==> src/rtl/regf_arbiter_pkg.sv <==
// rtl/regf_arbiter_pkg.sv - Shared widths, requester indices and FSM encodings for the regf arbiter
package regf_arbiter_pkg;

    localparam int ARB_DATA_W = 32;
    localparam int ARB_ADDR_W = 4;
    localparam int ARB_N_REQ  = 3;

    localparam int REQ_PAR  = 0;
    localparam int REQ_PS2  = 1;
    localparam int REQ_DISP = 2;

    typedef enum logic [1:0] {
        ARB_IDLE   = 2'd0,
        ARB_ACCESS = 2'd1,
        ARB_RESP   = 2'd2
    } arb_state_e;

endpackage

==> src/rtl/regf_arb_pick.sv <==
// rtl/regf_arb_pick.sv - Combinational winner search starting at ptr over req with masked entries removed
module regf_arb_pick #(
    parameter int N_REQ = 3,
    parameter int IDX_W = 2
) (
    input  logic [N_REQ-1:0] req,
    input  logic [N_REQ-1:0] mask,
    input  logic [IDX_W-1:0] ptr,
    output logic [IDX_W-1:0] idx,
    output logic             valid
);

    logic [N_REQ-1:0] eligible;
    int               slot;

    assign eligible = req & ~mask;

    // Walk offsets from the far end so the last hit is the one closest to ptr;
    // a constant zero ptr degenerates to lowest-index-wins.
    always_comb begin
        idx   = '0;
        valid = 1'b0;
        slot  = 0;
        for (int k = N_REQ - 1; k >= 0; k--) begin
            slot = int'(ptr) + k;
            if (slot >= N_REQ) begin
                slot = slot - N_REQ;
            end
            if (eligible[slot]) begin
                idx   = IDX_W'(slot);
                valid = 1'b1;
            end
        end
    end

endmodule

==> src/rtl/regf_arbiter.sv <==
// rtl/regf_arbiter.sv - Serialises requester accesses onto the single regf port; REGF_ARB_RR_EN selects round-robin
module regf_arbiter
    import regf_arbiter_pkg::*;
#(
    parameter int DATA_W      = ARB_DATA_W,
    parameter int REGF_ADDR_W = ARB_ADDR_W,
    parameter int N_REQ       = ARB_N_REQ
) (
    input  logic                         clk,
    input  logic                         rst,
    input  logic [N_REQ-1:0]             req,
    input  logic [N_REQ-1:0]             we,
    input  logic [N_REQ*REGF_ADDR_W-1:0] addr,
    input  logic [N_REQ*DATA_W-1:0]      wdata,
    output logic [N_REQ-1:0]             gnt,
    output logic [DATA_W-1:0]            rdata,
    output logic                         busy,
    output logic                         regf_en,
    output logic                         regf_we,
    output logic [REGF_ADDR_W-1:0]       regf_addr,
    output logic [DATA_W-1:0]            regf_wdata,
    input  logic [DATA_W-1:0]            regf_rdata
);

    localparam int IDX_W = (N_REQ > 1) ? $clog2(N_REQ) : 1;

    function automatic logic [N_REQ-1:0] idx_onehot(input logic [IDX_W-1:0] idx);
        logic [N_REQ-1:0] oh;
        oh = '0;
        for (int i = 0; i < N_REQ; i++) begin
            if (idx == IDX_W'(i)) begin
                oh[i] = 1'b1;
            end
        end
        return oh;
    endfunction

    arb_state_e             state_q, state_d;
    logic [IDX_W-1:0]       cur_idx_q, cur_idx_d;
    logic [N_REQ-1:0]       gnt_q, gnt_d;
    logic [DATA_W-1:0]      rdata_q, rdata_d;
    logic                   regf_en_q, regf_en_d;
    logic                   regf_we_q, regf_we_d;
    logic [REGF_ADDR_W-1:0] regf_addr_q, regf_addr_d;
    logic [DATA_W-1:0]      regf_wdata_q, regf_wdata_d;

    logic [IDX_W-1:0]       rr_ptr;
    logic [N_REQ-1:0]       pick_mask;
    logic [IDX_W-1:0]       pick_idx;
    logic                   pick_valid;
    logic                   take;
    logic                   sel_we;
    logic [REGF_ADDR_W-1:0] sel_addr;
    logic [DATA_W-1:0]      sel_wdata;
    logic [DATA_W-1:0]      resp_data;

    // Only the requester just served is hidden, so a held req queues another
    // access instead of being served twice off one assertion.
    assign pick_mask = (state_q == ARB_RESP) ? idx_onehot(cur_idx_q) : '0;
    assign take      = pick_valid && ((state_q == ARB_IDLE) || (state_q == ARB_RESP));

    regf_arb_pick #(
        .N_REQ (N_REQ),
        .IDX_W (IDX_W)
    ) u_pick (
        .req   (req),
        .mask  (pick_mask),
        .ptr   (rr_ptr),
        .idx   (pick_idx),
        .valid (pick_valid)
    );

`ifdef REGF_ARB_RR_EN
    logic [IDX_W-1:0] rr_ptr_q, rr_ptr_d;

    always_comb begin
        rr_ptr_d = rr_ptr_q;
        if (take) begin
            rr_ptr_d = (pick_idx == IDX_W'(N_REQ - 1)) ? '0 : pick_idx + 1'b1;
        end
    end

    always_ff @(posedge clk) begin
        if (!rst) begin
            rr_ptr_q <= '0;
        end else begin
            rr_ptr_q <= rr_ptr_d;
        end
    end

    assign rr_ptr = rr_ptr_q;
`else
    assign rr_ptr = '0;
`endif

    always_comb begin
        sel_we    = 1'b0;
        sel_addr  = '0;
        sel_wdata = '0;
        for (int i = 0; i < N_REQ; i++) begin
            if (pick_idx == IDX_W'(i)) begin
                sel_we    = we[i];
                sel_addr  = addr[i*REGF_ADDR_W +: REGF_ADDR_W];
                sel_wdata = wdata[i*DATA_W +: DATA_W];
            end
        end
    end

    // regf_we/regf_wdata stay loaded through RESP and describe the access being answered.
    assign resp_data = regf_we_q ? regf_wdata_q : regf_rdata;

    always_comb begin
        state_d      = state_q;
        cur_idx_d    = cur_idx_q;
        gnt_d        = '0;
        rdata_d      = rdata_q;
        regf_en_d    = 1'b0;
        regf_we_d    = regf_we_q;
        regf_addr_d  = regf_addr_q;
        regf_wdata_d = regf_wdata_q;
        case (state_q)
            ARB_IDLE: begin
                if (take) begin
                    state_d = ARB_ACCESS;
                end
            end
            ARB_ACCESS: begin
                gnt_d   = idx_onehot(cur_idx_q);
                state_d = ARB_RESP;
            end
            ARB_RESP: begin
                rdata_d = resp_data;
                state_d = take ? ARB_ACCESS : ARB_IDLE;
            end
            default: begin
                state_d = ARB_IDLE;
            end
        endcase
        if (take) begin
            cur_idx_d    = pick_idx;
            regf_en_d    = 1'b1;
            regf_we_d    = sel_we;
            regf_addr_d  = sel_addr;
            regf_wdata_d = sel_wdata;
        end
    end

    always_ff @(posedge clk) begin
        if (!rst) begin
            state_q      <= ARB_IDLE;
            cur_idx_q    <= '0;
            gnt_q        <= '0;
            rdata_q      <= '0;
            regf_en_q    <= 1'b0;
            regf_we_q    <= 1'b0;
            regf_addr_q  <= '0;
            regf_wdata_q <= '0;
        end else begin
            state_q      <= state_d;
            cur_idx_q    <= cur_idx_d;
            gnt_q        <= gnt_d;
            rdata_q      <= rdata_d;
            regf_en_q    <= regf_en_d;
            regf_we_q    <= regf_we_d;
            regf_addr_q  <= regf_addr_d;
            regf_wdata_q <= regf_wdata_d;
        end
    end

    // regf_rdata only arrives in the RESP cycle, so it is forwarded alongside gnt.
    assign rdata      = (state_q == ARB_RESP) ? resp_data : rdata_q;
    assign gnt        = gnt_q;
    assign busy       = (state_q != ARB_IDLE);
    assign regf_en    = regf_en_q;
    assign regf_we    = regf_we_q;
    assign regf_addr  = regf_addr_q;
    assign regf_wdata = regf_wdata_q;

endmodule

==> config.mk <==
export PLATFORM = sky130hd
export DESIGN_NAME = regf_arbiter
export DESIGN_NICKNAME = d
export VERILOG_FILES = /design/src/rtl/regf_arbiter_pkg.sv /design/src/rtl/regf_arb_pick.sv /design/src/rtl/regf_arbiter.sv
export SDC_FILE = /design/constraint.sdc
export NUM_CORES = 1
export LEC_CHECK = 0
export ABC_CLOCK_PERIOD_IN_PS = 2600
export CAP_MARGIN = 15
export CORE_MARGIN = 10
export CORE_UTILIZATION = 53
export DETAILED_ROUTE_END_ITERATION = 16
export DONT_BUFFER_PORTS = 1
export MAX_ROUTING_LAYER = met4
export PLACE_DENSITY_LB_ADDON = 0.1
export SYNTH_ARGS = -nofsm -noshare
export SYNTH_HDL_FRONTEND = slang
export SYNTH_SLANG_ARGS = --single-unit
==> constraint.sdc <==
create_clock -name clk -period 2.6 [get_ports clk]
set_input_delay 0.52 -clock clk [delete_from_list [all_inputs] [get_ports clk]]
set_output_delay 0.52 -clock clk [all_outputs]
set_load 0.02 [all_outputs]
# [Yosys cells after proc, flatten, opt, wreduce, memory -nomap -nowiden]
# Index checks and enable logic that the tools add are counted.
[totals] elab_cells=49 in_bits=148 reg_bits=77 out_inout_bits=74
[classes] muxes=25 reduce_logical=7 eq_ne=7 bitwise=2
[op_table] cell="two-way mux 32 bit" n=5
[op_table] cell="two-way mux 4 bit" n=3
[op_table] cell="two-way mux 1 bit" n=11
[op_table] cell="two-way mux 2 bit" n=4
[op_table] cell="equality test 2 x 1 -> 1 bit, second input constant" n=3
[op_table] cell="equality test 2 bit, second input constant" n=3
[op_table] cell="zero test 2 bit" n=3
[op_table] cell="one-hot mux 2 bit (3 select lines)" n=1
[op_table] cell="bitwise AND 3 bit" n=1
[op_table] cell="two-way mux 3 bit" n=1
[op_table] cell="NOT 3 bit" n=1
[op_table] cell="inequality test 2 bit, second input constant" n=1
[op_table] cell="AND reduction 2 bit" n=1
[op_table] cell="nonzero test 2 bit" n=1
[op_table] cell="logical AND 1 bit" n=1
[op_table] cell="logical OR 1 bit" n=1

# [Logic depth before layout (Yosys ltp)]
# Gate-level depths: netlist of the first run.
[depth] ltp_word=12 mapped_depth=7 ltp_nobuf=4

# [Modules after synthesis]
# Synthesis of the first run repeated with hierarchy kept, for this count alone.
[hier_totals] cells_unflattened=443 hier_area_um2=4146.5
[modules_own_cells] module="regf_arbiter" cells_per_inst=419 seq_area_each_um2=1541.5 area_per_inst_um2=3993.8 n_inst=1
[modules_own_cells] module="regf_arb_pick" cells_per_inst=24 seq_area_each_um2=0.0 area_per_inst_um2=152.6 n_inst=1

# [Worst setup path after synthesis of the first run]
# OpenSTA, ideal clock, no wires.
[synth_timing] kind="reg2out" from="register regf_we_q, in the netlist regf_we" to="output rdata[10]" path_stages_with_launch=5 required_time_ns=2.080 path_buffers=2 arrival_time_ns=1.824 path_slack_ns=0.256 path_cell_list="dfxtp_1 clkbuf_1 buf_1 mux2i_1 o21ai_0"
[synth_between] elab_chain_len=2
[synth_lines] element="start, declared" line="regf_arbiter.sv:43" text="logic regf_we_q, regf_we_d;"
[synth_lines] element="start signal, assigned" line="regf_arbiter.sv:164" text="regf_we_q <= regf_we_d;"
[synth_lines] element="two-way mux 32 bit" line="regf_arbiter.sv:110" text="assign resp_data = regf_we_q ? regf_wdata_q : regf_rdata;"
[synth_lines] element="two-way mux 32 bit"
[synth_lines] element="end, declared" line="regf_arbiter.sv:16" text="output logic [DATA_W-1:0] rdata,"
# No other way between the ends.

# [Worst setup path after layout of the first run]
[layout_timing] from="register state_q[0]" to="output rdata[25]"
[layout_between] elab_chain_len=2
[layout_lines] element="start, declared" line="regf_arbiter.sv:38" text="arb_state_e state_q, state_d;"
[layout_lines] element="start signal, assigned" line="regf_arbiter.sv:159" text="state_q <= state_d;"
[layout_lines] element="equality test 2 bit" line="regf_arbiter.sv:171" text="assign rdata = (state_q == ARB_RESP) ? resp_data : rdata_q;"
[layout_lines] element="two-way mux 32 bit"
# No other way between the ends.

==> flow_metrics.tcl, run 1 <==
set metrics [dict create \
    area_growth_pct 5.13 \
    cts.sinks 77 \
    cts_root_buf "clkbuf_8" \
    wl_per_cell_um 26.1 \
    postCtsHoldBufs 0 \
    ir_drop_mv 0.323 \
    synthDominantCellAreaShare 0.363 \
    track_usage 0.216 \
    syn_inst 447 \
    grt_max_degree 111 \
    finalHoldViolCount 0 \
    synthTopCellsByCount "77 x dfxtp_1, 74 x o2111ai_1, 70 x mux2i_1" \
    max-cap-violations 0 \
    layout-drive-gt1-share 0.0981 \
    period_needed_ns 2.51 \
    post-route-period-util 0.966 \
    initial_core_util 0.547 \
    rsz0062_at_grt "false" \
    ioPinCount 222 \
    nets 563 \
    final_max_slew_viol_count 0 \
    crit_arrival_ns 1.99 \
    tightest_slew_ns 0.821 \
    grt_antenna_before_repair 0 \
    yosysTopAreaCell "dfxtp_1" \
    fin_skew_ns 0.0100 \
    yosysMostFrequentCell "dfxtp_1" \
    grt_pass1_vias 3526 \
    cts_buffers 9 \
    leakagePower_nw 1.53 \
    vias 3642 \
    dpl.cell_count 506 \
    syn_nets 595 \
    synth.area.top_cells "dfxtp_1 36%, mux2i_1 16%, o2111ai_1 15%, a221o_1 8.7%, and2_1 4.7%" \
    globalRouteOverflowTotal 0 \
    synth_edf_count 0 \
    async_reset_ff_frac 0 \
    clkTransAtPathRegs_ns 0.08 \
    slew_headroom 0.447 \
    routed_wl_um 13600 \
    worstHoldPathType "in2reg" \
    drc 0 \
    placed_area_um2 4280 \
    num_rows 32 \
    grt_pass1_wl_um 19700 \
    crit_required_ns 2.08 \
    antenna_left 0 \
    dp.final_hpwl_um 9710 \
    diodes 0 \
    first_pass_iters 7 \
    clk_latency_ns 0.35 \
    die_area_um2 12000 \
    stdcell_count 520 \
    worst_setup_path_start_kind "flop" \
    worstSetupPathType "reg2out" \
    gp_congestion 0.851 \
    die_y_um 110 \
    synth_ff_type "dfxtp_1" \
    avgSynthCellArea_um2 9.50 \
    core_area_um2 7770 \
    status "completed" \
    numPortBuffers 0 \
    setup.worst_path.end_class "output pin" \
    yosysWarnings 0 \
    setup_slack_ns 0.0877 \
    ys_types 29 \
    yosysSeqAreaShare 0.363 \
    drtIter0Drc 235 \
    timing.fmax_mhz 398 \
    stdcell_area_um2 4470 \
    cp_max_fo 29 \
    htreeDepth 3 \
    p_per_area_nw_per_um2 644 \
    clockBufferDepth 2 \
    die_w_um 110 \
    cts_tree "built" \
    setup_violations 0 \
    ys_ff_latch 77 \
    viasPerCell 7.00 \
    setup_tns_ns 0 \
    pre_cts_slack_ns 0.246 \
    syn_area_um2 4250 \
]
registers in the layout, summed over array words and instances (netlist names):
register	flops
regf_addr	4
gnt	3
regf_we	1
rdata_q	32
regf_wdata	32
regf_en	1
state_q	2
cur_idx_q	2
per-layer routing:
metal  share of wire  track usage  up-vias
met4           0.018       0.0734        0
met1            0.39        0.245     1737
met5               0            -        -
met3            0.10       0.0767       18
li1                -            -     1703
met2            0.49        0.347      184
final cells by class:
class	count	area, um^2
Sequential cell	77	1540
Clock inverter	4	48.8
Fill cell	720	3300
Timing Repair Buffer	16	158
Multi-Input combinational cell	307	2440
Tap cell	102	128
Clock buffer	10	138
Inverter	4	15.0
worst paths after layout:
check	startpoint	to	slack, ns	cells past startpoint
max	state_q[0]$_SDFFE_PN0P_	rdata[25]	0.09	3
min	rst	rdata_q[3]$_SDFF_PN0_	0.30	1
min reg2reg	cur_idx_q[0]$_SDFFE_PN0P_	gnt[0]$_SDFF_PN0_	0.57	1
max reg2reg	cur_idx_q[0]$_SDFFE_PN0P_	regf_wdata[0]$_SDFFE_PN0P_	0.25	5
cells in the final DEF (no fill, tap or decap), types with 3 or more instances in the layout:
| cell | Yosys | layout |
|---|---|---|
| a21oi_1 | 4 | 4 |
| clkbuf_8 | 0 | 10 |
| and2_1 | 32 | 32 |
| a221o_1 | 37 | 37 |
| o2111ai_1 | 74 | 74 |
| buf_12 | 0 | 3 |
| mux2i_1 | 70 | 70 |
| buf_4 | 2 | 13 |
| nor3_1 | 3 | 3 |
| nand2_1 | 33 | 33 |
| o21ai_1 | 0 | 15 |
| inv_1 | 4 | 4 |
| dfxtp_1 | 77 | 76 |
| o21ai_0 | 35 | 20 |
where the power goes:
group / switching, mW / internal, mW / leakage (nW)
combinational: 0.339 / 0.213 / 0.802
clock: 0.426 / 0.460 / 0.0984
sequential: 0.166 / 1.27 / 0.631
total: 0.931 / 1.95 / 1.53
through the flow:
stage	hold WS (ns)	util	power, mW
floorplan	0.507	-	1.91
global placement	0.554	0.551	2.01
detailed placement	0.560	0.551	2.02
CTS	0.289	0.575	2.90
global route	0.278	0.575	3.01
finish	0.303	0.575	2.88
critical path, cell delays in order (launching register included):
cell	delay, ns
dfxtp_1	0.39
nand2b_2	0.37
buf_12	0.24
o21ai_0	0.64
repair_timing:
item | in CTS | in global routing
gates resized for setup | 0 | 15
endpoints found under the setup margin | 0 | 14
buffers inserted | 0 | 0
hold endpoints to repair | 0 | 0
logic make-up after synthesis:
logic type / Yosys count / share of synthesized area
AO/OA/AOI/OAI: 154 / 0.299
buffers and inverters: 63 / 0.0666
multiplexers: 71 / 0.168
AND/OR/NAND/NOR: 82 / 0.103
flip-flops: 77 / 0.363
Note: power is estimated with default switching activity, not from simulation.
==> run 2: changes to the inputs <==
Settings changed: SETUP_SLACK_MARGIN set to 0.1.
==> run 2 against run 1 <==
Sequential share of layout area unchanged. Die area unchanged. Via count about the same. Critical path depth down 1.
==> flow_metrics.tcl, run 2 (same netlist as run 1, synthesis figures left out) <==
set metrics [dict create \
    status "completed" \
    cts_tree "built" \
    clockBufferDepth 2 \
    power.switching_mw 0.935 \
    ir_drop_mv 0.322 \
    total_power_mw 2.88 \
    crit_arrival_ns 1.84 \
    ioPinCount 222 \
    viasPerCell 7.01 \
    numPortBuffers 0 \
    num_rows 32 \
    cts_buffers 9 \
    setup.worst_path.end_class "output pin" \
    p_clk_frac 0.308 \
    antenna_left 0 \
    p_per_area_nw_per_um2 645 \
    fill_cells 720 \
    timing.fmax_mhz 424 \
    first_pass_iters 5 \
    crit_required_ns 2.08 \
    seqPwrFrac 0.500 \
    nets 563 \
    leakagePower_nw 1.53 \
    grt_pass1_wl_um 19700 \
    r2r-start "cur_idx_q[0]$_SDFFE_PN0P_" \
    drc 0 \
    globalRouteOverflowTotal 0 \
    worstSetupPathType "reg2out" \
    regToRegSetupSlack_ns 0.26 \
    htreeDepth 3 \
    diodes 0 \
    layout-drive-gt1-share 0.0981 \
    post-route-period-util 0.907 \
    p_sw_frac 0.324 \
    track_usage 0.216 \
    slew_headroom 0.446 \
    combPwrFrac 0.192 \
    cts.sinks 77 \
    reg2regPathDepth 5 \
    finalHoldViolCount 0 \
    die_area_um2 12000 \
    met2_usage 0.347 \
    grt_antenna_before_repair 0 \
    grt_max_degree 111 \
    multiInputGateArea_um2 2440 \
    vias 3645 \
    cts_root_buf "clkbuf_8" \
    r2r-end "regf_addr[3]$_SDFFE_PN0P_" \
    fin_skew_ns 0.00987 \
    clkTransAtPathRegs_ns 0.08 \
    max-cap-violations 0 \
    final_cell_mix "76 x dfxtp_1, 74 x o2111ai_1, 70 x mux2i_1" \
    min-delay-start "rst" \
    initial_core_util 0.547 \
    hold_depth 1 \
    setup_tns_ns 0 \
    worst_setup_path_start_kind "flop" \
    busiest_layer "met2" \
    gp_congestion 0.851 \
    final_max_slew_viol_count 0 \
    grt_use_met1 0.245 \
    setup_violations 0 \
    grt_pass1_vias 3532 \
    pre_cts_slack_ns 0.246 \
    area_growth_pct 5.13 \
    die_w_um 110 \
    cts_setup_buffers 0 \
    layout_commonest_cell "dfxtp_1" \
    drtIter0Drc 233 \
    use_met3 0.0767 \
    dp.final_hpwl_um 9710 \
    power.internal_mw 1.95 \
    cp_max_fo 14 \
    core_area_um2 7770 \
    rsz0062_at_grt "false" \
    regArea_um2 1540 \
    hold_end "rdata_q[3]$_SDFF_PN0_" \
    die_y_um 110 \
    worstHoldPathType "in2reg" \
    routed_wl_um 13600 \
    tightest_slew_ns 0.822 \
    setup_slack_ns 0.241 \
    period_needed_ns 2.36 \
    wl_per_cell_um 26.1 \
    clk_latency_ns 0.35 \
]
run 2: cell types whose count changed in the layout (fill, tap and decap cells not counted):
cell	delta
o21ai_0	-8
o21ai_1	+8
run 2: power by group through the flow:
stage | combinational [mW] | clock [mW] | sequential [mW]
after CTS | 0.556 | 0.906 | 1.44
after global routing | 0.604 | 0.953 | 1.45
after detailed placement | 0.551 | 0 | 1.47
final | 0.555 | 0.887 | 1.44
after global placement | 0.538 | 0 | 1.47
after floorplan | 0.473 | 0 | 1.44
run 2: how the worst max path moves through the flow:
| stage | start | end | slack [ns] | cells past startpoint |
|---|---|---|---|---|
| 2_1_floorplan | regf_we$_SDFFE_PN0P_ | rdata[10] | 0.26 | 4 |
| 5_1_grt | cur_idx_q[0]$_SDFFE_PN0P_ | regf_wdata[2]$_SDFFE_PN0P_ | 0.13 | 5 |
| 3_3_place_gp | req[1] | regf_we$_SDFFE_PN0P_ | 0.30 | 5 |
| 4_1_cts | state_q[0]$_SDFFE_PN0P_ | rdata[11] | 0.10 | 3 |
| 6_report | state_q[0]$_SDFFE_PN0P_ | rdata[31] | 0.24 | 2 |
| 3_5_place_dp | req[1] | regf_wdata[3]$_SDFFE_PN0P_ | 0.25 | 5 |
run 2: layout make-up:
cell class,count,area share
tap,102,0.0286
sequential,77,0.345
clock buffer,10,0.0308
inverter,4,0.00336
timing repair buffer,16,0.0353
clock inverter,4,0.0109
multi-input combinational,307,0.546
run 2: repair_timing:
action / in CTS / in global routing
endpoints found under the setup margin: 13 / 10
gates resized for setup: 13 / 10
pin swaps: 0 / 0
hold endpoints to repair: 0 / 0
hold buffers: 0 / 0
run 2: routing by layer:
metal	vias up	wire length, um	share of wire
li1	1703	-	-
met1	1755	5390	0.40
met2	169	6600	0.49
met3	18	1350	0.10
met4	0	236	0.017
met5	-	0	0
run 2: critical path: stages (launching register included):
cell and delay (ns):
dfxtp_1 0.39, nand2b_2 0.37, o21ai_0 0.73
run 2: per-stage QoR:
stage | instances | cell area [um^2] | util | hold slack (ns)
after global placement | 506 | 4280 | 0.551 | 0.554
after floorplan | 447 | 4250 | - | 0.507
final | 520 | 4470 | 0.575 | 0.303
after detailed placement | 506 | 4280 | 0.551 | 0.560
after CTS | 520 | 4470 | 0.575 | 0.289
after global routing | 520 | 4470 | 0.575 | 0.278
==> run 3: changes to the inputs <==
Settings changed: ABC_CLOCK_PERIOD_IN_PS 2600 to 3050.
Clock period 2.6 ns to 3.05 ns, I/O delays scaled along.
==> run 3 against run 2 <==
Setup slack better by 0.22 ns. Final cell count is 0.19% higher. Via count is 0.30% lower. Sequential share of layout area hardly changed. Highest routed layer unchanged. Power is 12% lower. Largest power group unchanged. Hold slack better by 0.094 ns. Register-to-register slack improved by 0.51 ns.
==> flow_metrics.tcl, run 3 (same netlist as run 1, synthesis figures left out) <==
set metrics [dict create \
    setup_violations 0 \
    globalRouteOverflowTotal 0 \
    postCtsHoldBufs 0 \
    hold_depth 1 \
    hold-worst-slack_ns 0.397 \
    reg2regPathDepth 5 \
    vias 3634 \
    setup_slack_ns 0.459 \
    die_area_um2 12000 \
    die_y_um 110 \
    cts_setup_buffers 0 \
    crit_arrival_ns 1.98 \
    grt_pass1_vias 3405 \
    drc 0 \
    clockBufferDepth 2 \
    track_usage 0.220 \
    setup_tns_ns 0 \
    diodes 0 \
    p_per_area_nw_per_um2 570 \
    final_cell_mix "76 x dfxtp_1, 74 x o2111ai_1, 70 x mux2i_1" \
    cts_buffers 9 \
    pre_cts_slack_ns 0.669 \
    clkTransAtPathRegs_ns 0.09 \
    cts_root_buf "clkbuf_8" \
    grt_max_degree 111 \
    clk_latency_ns 0.35 \
    placed_area_um2 4250 \
    tightest_slew_ns 0.865 \
    gp_congestion 0.828 \
    area_growth_pct 5.04 \
    grt_use_met1 0.261 \
    ir_drop_mv 0.395 \
    nets 562 \
    worstHoldPathType "in2reg" \
    busiest_layer "met2" \
    worstSetupPathType "reg2out" \
    post-route-period-util 0.850 \
    initial_core_util 0.547 \
    viasPerCell 6.98 \
    drtIter0Drc 247 \
    die_w_um 110 \
    status "completed" \
    dp.final_hpwl_um 9760 \
    final_max_slew_viol_count 0 \
    routed_wl_um 13500 \
    use_met3 0.0825 \
    cts_tree "built" \
    htreeDepth 3 \
    antenna_left 0 \
    finalHoldViolCount 0 \
    numPortBuffers 0 \
    first_pass_iters 6 \
    setup.worst_path.end_class "output pin" \
    timing.fmax_mhz 386 \
    rsz0062_at_grt "false" \
    grt_antenna_before_repair 0 \
    crit_required_ns 2.44 \
    period_needed_ns 2.59 \
    fin_skew_ns 0.0108 \
    layout-drive-gt1-share 0.0955 \
    timing.critical_path.cells "buf_12 -> mux2i_1 -> o21ai_0" \
    slowest_stage "o21ai_0" \
    stdcell_area_um2 4460 \
    post_cts_resized 0 \
    grt_pass1_wl_um 20100 \
    num_rows 32 \
    cp_max_fo 28 \
    layout_commonest_cell "dfxtp_1" \
    max-cap-violations 0 \
    wl_per_cell_um 25.9 \
    met2_usage 0.337 \
    ioPinCount 222 \
    cts.sinks 77 \
    crit_path_max_incr_delay_ns 0.70 \
    core_area_um2 7770 \
    leakagePower_nw 1.52 \
    worst_setup_path_start_kind "flop" \
    slew_headroom 0.417 \
]
-- run 3: cell types whose count changed in the layout (fill, tap and decap cells not counted), moves of 2 or more --
cell and change:
o21ai_0 +23, clkinv_2 -2, clkbuf_1 +2, buf_12 -2, clkinvlp_4 +2, o21ai_1 -23
-- run 3: final timing paths --
| kind | start | endpoint | slack, ns |
|---|---|---|---|
| worst max register to register | cur_idx_q[0]$_SDFFE_PN0P_ | regf_addr[2]$_SDFFE_PN0P_ | 0.77 |
| worst min-delay path | wdata[67] | regf_wdata[3]$_SDFFE_PN0P_ | 0.40 |
| worst max-delay path | regf_we$_SDFFE_PN0P_ | rdata[12] | 0.46 |
| worst min register to register | rdata_q[4]$_SDFF_PN0_ | rdata_q[4]$_SDFF_PN0_ | 0.58 |
-- run 3: cell type report --
type	instances	area, um^2
clock buffer	11	131
sequential	77	1540
multi-input combinational	307	2440
inverter	4	15.0
tap	102	128
clock inverter	5	83.8
timing repair buffer	15	125
fill	697	3310
-- run 3: routing by layer --
layer / wire, um / vias to the layer above
li1: - / 1698
met1: 5320 / 1716
met2: 6480 / 196
met3: 1400 / 24
met4: 303 / 0
met5: 0 / -
-- run 3: critical path: cells and delay by family (launching register included) --
kind            cells  cell delay [ns]
compound gates      1             0.70
flops               1             0.52
buf+inv             1             0.27
mux                 1             0.12
-- run 3: power by group --
part / leakage (nW) / internal (mW) / switching, mW
clock network: 0.100 / 0.465 / 0.389
registers: 0.631 / 1.09 / 0.149
logic: 0.786 / 0.176 / 0.277
-- run 3: metrics by stage --
stage	total power, mW	cells	util
6_report	2.54	521	0.574
5_1_grt	2.66	521	0.574
4_1_cts	2.56	521	0.574
3_5_place_dp	1.72	505	0.547
3_3_place_gp	1.70	505	0.547
2_1_floorplan	1.63	447	-
